<file path="src/rtl/key_scan_debounce.sv">
// 4x4 keypad matrix scanner: samples one column per clock, debounces whole-frame
// key images and queues one registered key-press event per clock, lowest key first.
module key_scan_debounce #(
  parameter int DEBOUNCE_FRAMES = 3
) (
  input  logic       CLK,
  input  logic       RST,
  input  logic [1:0] VAL,
  input  logic       CR,
  input  logic [3:0] ROW,
  output logic [3:0] COL,
  output logic       KEY_VALID,
  output logic [3:0] KEY_CODE,
  output logic       KEY_HELD
);

  localparam int SCW = $clog2(DEBOUNCE_FRAMES + 1);
  localparam logic [SCW-1:0] CntMax = SCW'(DEBOUNCE_FRAMES);

  logic [15:0]    raw_q, raw_d;
  logic [15:0]    lastFrame_q, lastFrame_d;
  logic [15:0]    debounced_q, debounced_d;
  logic [15:0]    pending_q, pending_d;
  logic [SCW-1:0] stableCnt_q, stableCnt_d;
  logic           keyValid_q, keyValid_d;
  logic [3:0]     keyCode_q, keyCode_d;
  logic           keyHeld_q, keyHeld_d;

  logic [15:0] frame;
  logic [15:0] newPress;
  logic [15:0] grant;
  logic [3:0]  grantIdx;

  assign COL = 4'b0001 << VAL;

  always_comb begin
    raw_d       = raw_q;
    lastFrame_d = lastFrame_q;
    stableCnt_d = stableCnt_q;
    debounced_d = debounced_q;
    newPress    = '0;
    grantIdx    = '0;

    raw_d[{VAL, 2'b00} +: 4] = ROW;
    // The last column of a frame arrives live on ROW, so it is spliced in here.
    frame = {ROW, raw_q[11:0]};

    if (CR) begin
      lastFrame_d = frame;
      if (frame == lastFrame_q) begin
        stableCnt_d = (stableCnt_q == CntMax) ? CntMax : stableCnt_q + SCW'(1);
      end else begin
        stableCnt_d = SCW'(1);
      end
      if (stableCnt_d == CntMax) begin
        newPress    = frame & ~debounced_q;
        debounced_d = frame;
      end
    end

    // Isolate the lowest pending key; a fresh press of the same bit re-sets it.
    grant     = pending_q & (~pending_q + 16'd1);
    pending_d = (pending_q & ~grant) | newPress;
    for (int i = 15; i >= 0; i--) begin
      if (pending_q[i]) grantIdx = 4'(i);
    end

    keyValid_d = (pending_q != '0);
    keyCode_d  = (pending_q != '0) ? grantIdx : keyCode_q;
    keyHeld_d  = |debounced_q;
  end

  always_ff @(posedge CLK or posedge RST) begin
    if (RST) begin
      raw_q       <= '0;
      lastFrame_q <= '0;
      debounced_q <= '0;
      pending_q   <= '0;
      stableCnt_q <= '0;
      keyValid_q  <= 1'b0;
      keyCode_q   <= '0;
      keyHeld_q   <= 1'b0;
    end else begin
      raw_q       <= raw_d;
      lastFrame_q <= lastFrame_d;
      debounced_q <= debounced_d;
      pending_q   <= pending_d;
      stableCnt_q <= stableCnt_d;
      keyValid_q  <= keyValid_d;
      keyCode_q   <= keyCode_d;
      keyHeld_q   <= keyHeld_d;
    end
  end

  assign KEY_VALID = keyValid_q;
  assign KEY_CODE  = keyCode_q;
  assign KEY_HELD  = keyHeld_q;

endmodule

</file>
<file path="config.mk">
export PLATFORM = sky130hd
export DESIGN_NAME = key_scan_debounce
export DESIGN_NICKNAME = d
export VERILOG_FILES = /design/src/rtl/key_scan_debounce.sv
export SDC_FILE = /design/constraint.sdc
export NUM_CORES = 1
export LEC_CHECK = 0
export CELL_PAD_IN_SITES_DETAIL_PLACEMENT = 0
export CELL_PAD_IN_SITES_GLOBAL_PLACEMENT = 1
export CORE_ASPECT_RATIO = 1.1
export CORE_MARGIN = 4
export CORE_UTILIZATION = 30
export DETAILED_ROUTE_END_ITERATION = 8
export GPL_TIMING_DRIVEN = 0
export PLACE_DENSITY_LB_ADDON = 0.2
export SLEW_MARGIN = 0
export SYNTH_ARGS = -nofsm -noshare
export SYNTH_HDL_FRONTEND = slang
export SYNTH_SLANG_ARGS = --single-unit
</file>
<file path="constraint.sdc">
create_clock -name CLK -period 5.8 [get_ports CLK]
set_clock_uncertainty 0.2 [all_clocks]
set_input_delay 0.87 -clock CLK [delete_from_list [all_inputs] [get_ports CLK]]
set_output_delay 0.87 -clock CLK [all_outputs]
set_load 0.02 [all_outputs]
</file>
# After elaboration in Yosys (flattened, before gate mapping)
# Index checks and enable logic that the tools add are counted.
[classes] eq_ne=3 shifts=3 n_addsub=3 n_reduce_logical=3 div=0 n_mux=22 mul=0 bitwise=7 magnitude_cmp=0
[ops] operator="$mux 4" count=16
[ops] operator="$and 16x16->16" count=3
[ops] operator="$not 16->16" count=3
[ops] operator="$mux 16" count=2
[ops] operator="$add 16x1->16 const B" count=1
[ops] operator="$bwmux 16" count=1
[ops] operator="$eq 16x16->1" count=1
[ops] operator="$or 16x16->16" count=1
[ops] operator="$reduce_bool 16->1" count=1
[ops] operator="$reduce_or 16->1" count=1
[ops] operator="$shift 4x6->16 const A" count=1
[ops] operator="$shiftx 4x6->16" count=1
[ops] operator="$mux 2" count=3
[ops] operator="$neg 4->6" count=1
[ops] operator="$eq 2x2->1 const B" count=2
[ops] operator="$shl 1x2->4 const A" count=1
[ops] operator="$add 2x1->2 const B" count=1
[ops] operator="$reduce_and 2->1" count=1
[word_totals] word_cells=49 mem_bits_rw=0 mem_bits_ro=0 register_bits=72 inputBits=9 out_inout_bits=10 n_memories=0 latchBits=0

# Longest topological paths before layout
# Gate-level depths: netlist of run 1.
[depth] depth_word=16 ltp_mapped=6 mapped_depth_nobuf=6

# Worst setup path after synthesis of run 1
# OpenSTA, ideal clock, no wires.
[synth_path] path_kind="input port to flip-flop" start="input ROW[3]" end="register debounced_q[0]" setup_ns=0.127 slack_ns=3.322 t_required_ns=5.473 path_buffers=1 path_stages=6 arrival_time_ns=2.150 cell_sequence="xor2_1 -> nor4_1 -> nand4_1 -> nor2_2 -> buf_6 -> mux2_1"
[synth_via] elab_chain_cells=5
[synth_rtl] item="start: declaration" line="10" text="input logic [3:0] ROW,"
[synth_rtl] item="$eq 16x16->1" line="50" text="if (frame == lastFrame_q) begin"
[synth_rtl] item="$mux 2" line="50"
[synth_rtl] item="$mux 2" line="48" text="if (CR) begin"
[synth_rtl] item="$eq 2x2->1" line="55" text="if (stableCnt_d == CntMax) begin"
[synth_rtl] item="$reduce_and 2->1 (no line)"
[synth_rtl] item="end signal: assignment" line="86" text="debounced_q <= debounced_d;"
[synth_rtl] item="end: declaration" line="22" text="logic [15:0] debounced_q, debounced_d;"
# Every way passes these cells. The select of a mux whose other input is x is not followed.
# A chain may end at the register's enable or synchronous reset.

# Worst setup path in the final report of run 1
[layout_path] start="input VAL[0]" end="output COL[0]"
[layout_via] elab_chain_cells=1
[layout_rtl] item="start: declaration" line="8" text="input logic [1:0] VAL,"
[layout_rtl] item="$shl 1x2->4" line="34" text="assign COL = 4'b0001 << VAL;"
[layout_rtl] item="end: declaration" line="11" text="output logic [3:0] COL,"
# Every way passes these cells.

==> results of run 1 <==
==> registers in the layout (all words and copies together) (netlist names) <==
signal	cells
pending_q	16
lastFrame_q	16
stableCnt_q	2
KEY_HELD	1
debounced_q	16
KEY_VALID	1
KEY_CODE	4
raw_q	12
==> worst max-delay path: stages <==
cell	delay, ns
clkdlybuf4s50_1	0.59
inv_1	0.13
ha_1	0.23
clkdlybuf4s50_1	0.54
==> power by group through the flow <==
stage                     sequential (mW)  combinational (mW)  clock (mW)
after floorplan                     0.543              0.0717           0
after global placement              0.542               0.119           0
after detailed placement            0.543               0.121           0
after CTS                           0.534               0.122       0.481
after global routing                0.539               0.134       0.503
final                               0.533               0.119       0.471
==> final timing paths <==
path | startpoint | to | cells past startpoint
min reg2reg | debounced_q[13] | pending_q[13] | 1
min | debounced_q[13] | pending_q[13] | 1
max | VAL[0] | COL[0] | 4
min in group asynchronous | RST | lastFrame_q[10] | 2
max in group asynchronous | RST | KEY_HELD | 2
max reg2reg | raw_q[4] | debounced_q[13] | 6
==> cells by family after synthesis <==
logic type      Yosys count  synth area share [%]
xor+xnor                 16                  4.61
compound gates           52                  12.0
mux                      32                  11.4
buf+inv                  41                  5.59
simple gates             54                  8.80
flops                    68                  55.9
fa+ha+maj                 4                  1.65
==> routing by layer <==
| layer | up-vias | routed length (µm) | part of all wire, % | track usage, % |
|---|---|---|---|---|
| met4 | 0 | 160 | 2.3 | 6.38 |
| met1 | 1028 | 3390 | 48 | 17.2 |
| met3 | 11 | 182 | 2.6 | 2.09 |
| met5 | - | 0 | 0 | 0 |
| li1 | 1010 | - | - | - |
| met2 | 34 | 3330 | 47 | 20.9 |
==> placed cells by master (no fill, tap or decap), types with 3 or more instances in the layout <==
cell type        instances
clkbuf_1                 7
nand2_1                 15
bufinv_16                3
o31ai_1                  4
mux2_2                  18
ha_1                     4
inv_1                   31
nand4_1                  3
a32o_1                   6
clkdlybuf4s50_1         18
nor4_1                  11
xor2_1                  16
o41ai_1                 10
dfrtp_1                 68
clkbuf_8                 9
o21ai_0                 12
mux2i_1                 10
nand3_1                  5
o22ai_1                  8
a21oi_1                  5
mux2_1                   4
nor2_1                  11
==> final cells by class <==
| class | count | area, µm² |
|---|---|---|
| Tap cell | 120 | 150 |
| Fill cell | 1021 | 6280 |
| Buffer | 9 | 50.0 |
| Inverter | 32 | 123 |
| Timing Repair Buffer | 18 | 180 |
| Sequential cell | 68 | 1700 |
| Clock inverter | 4 | 97.6 |
| Multi-Input combinational cell | 158 | 1170 |
| Clock buffer | 12 | 135 |
==> through the flow <==
step | cell area, µm² | hold WS, ns | total power, mW
2_1_floorplan | 3040 | 0.226 | 0.615
3_3_place_gp | 3370 | 0.265 | 0.662
3_5_place_dp | 3370 | 0.269 | 0.664
4_1_cts | 3610 | 0.285 | 1.14
5_1_grt | 3610 | 0.299 | 1.18
6_report | 3610 | 0.280 | 1.12
==> flow_metrics.tcl, run 1 <==
set metrics [dict create \
    grt_pass1_wl_um 11700 \
    area_growth_pct 18.6 \
    yosys.area.top_type "dfrtp_1" \
    clk_pin_slew_ns 0.08 \
    p_leak_nw 1.68 \
    synthCells 267 \
    remaining_drc_errors 0 \
    hp-class "reg2reg" \
    seqPwrFrac_pct 47.5 \
    synth_flop_cell "dfrtp_1" \
    cts_tree "done" \
    fp-row-count 38 \
    final_cells 421 \
    netlist_top_cells_count "dfrtp_1, inv_1, mux2_2, xor2_1, nand2_1" \
    synth_edf_count 0 \
    fin_ws_ns 2.37 \
    min_period_over_period_pct 59.1 \
    die_y_um 114 \
    seq_area_frac_synth_pct 55.9 \
    drt_pass1_iterations 6 \
    ir_worst_vdd_uv 78.6 \
    ys_types 33 \
    rsz0062_at_grt "no" \
    yosys.cell_count.top_type "dfrtp_1" \
    h-tree-depth 3 \
    slew_headroom_pct 43.2 \
    antenna_found_initial 0 \
    post_drt_wl_per_cell_um 16.8 \
    die_area_um2 11800 \
    r2r_setup_slack_ns 3.20 \
    grt_usage_pct 13.0 \
    p_int_uw 846 \
    critPathArrivalTime_ns 2.36 \
    grt_pass1_vias 2176 \
    cts-root-buf "clkbuf_8" \
    combPwrFrac_pct 10.6 \
    worst_ep_required_time_ns 4.73 \
    hold_violations 0 \
    portBuffers 18 \
    setup-violations-final 0 \
    drv_cap 0 \
    cts_resized 0 \
    synth_area_um2 3040 \
    max-clock-path-buffers 2 \
    die_w_um 104 \
    dp_worst_setup_slack_ns 2.11 \
    pin_count 19 \
    async_flop_share_pct 100 \
    drive_gt1_share_pct 12.0 \
    numCtsBuffers 9 \
    cp-end-kind "output port" \
    drt_wl_total_um 7060 \
    clock_latency_ns 0.35 \
    diodes 0 \
    powerDensity_nw_per_um2 311 \
    synthesis.nets 280 \
    worst_pin_slew_ns 0.852 \
    clkSinkCount 68 \
    gp_congestion 0.731 \
    first_iter_violations 84 \
    layout_min_cycle_time_ns 3.43 \
    ctsHoldBuffers 0 \
    drv_slew 0 \
    post_cts_buffers 0 \
    grt-ovfl-total 0 \
    netlist_top_cells_area "dfrtp_1, mux2_2, xor2_1" \
    dp_hpwl_um 4990 \
    vias 2083 \
    start_util_pct 30.8 \
    nets 309 \
    max_freq_mhz 292 \
    ys_warn_count 0 \
    worstSetupPathType "in2out" \
    path_max_fanout 6 \
    start_kind "input port" \
    core_area_um2 9890 \
    ys_seq_elements 68 \
    clockPowerShare_pct 41.9 \
    yosys.area.top_type_share_pct 55.9 \
    p_switching_uw 277 \
    place_inst 405 \
    syn_area_per_cell_um2 11.4 \
    swShare_pct 24.7 \
    viasPerCell 4.95 \
    final.setup.tns_ns 0 \
    postRouteAntennaNets 0 \
    utilization_pct 36.5 \
    status "finished clean" \
    grt_max_degree 69 \
]
Power figures use the tool's default switching activity.
==> run 2, diff against run 1 <==
==> constraint.sdc (replaced) <==
create_clock -name CLK -period 3.6 [get_ports CLK]
set_clock_uncertainty 0.2 [all_clocks]
set_input_delay 0.54 -clock CLK [delete_from_list [all_inputs] [get_ports CLK]]
set_output_delay 0.54 -clock CLK [all_outputs]
set_load 0.02 [all_outputs]
==> results of run 2 <==
The final DEF is identical to that of run 1. Status: finished clean.
Among the figures that moved: setup slack after placement 2.11 ns -> 0.239 ns; setup slack after layout 2.37 ns -> 0.610 ns; start point of the critical path VAL[0] -> ROW[3]; end point of the critical path COL[0] -> debounced_q[13]; register-to-register setup slack 3.20 ns -> 1.00 ns; total power 1.12 mW -> 1.81 mW; worst IR drop on VDD 78.6 µV -> 127 µV
==> run 3, diff against run 2 <==
==> constraint.sdc (replaced) <==
create_clock -name CLK -period 3.1 [get_ports CLK]
set_clock_uncertainty 0.2 [all_clocks]
set_input_delay 0.465 -clock CLK [delete_from_list [all_inputs] [get_ports CLK]]
set_output_delay 0.465 -clock CLK [all_outputs]
set_load 0.02 [all_outputs]
==> results of run 3 <==
The final DEF is identical to that of run 1. Status: finished clean.
Among the figures that moved: setup slack after placement 2.11 ns -> -0.186 ns; setup slack after layout 2.37 ns -> 0.185 ns; start point of the critical path VAL[0] -> ROW[3]; end point of the critical path COL[0] -> debounced_q[13]; register-to-register setup slack 3.20 ns -> 0.50 ns; total power 1.12 mW -> 2.10 mW; worst IR drop on VDD 78.6 µV -> 147 µV
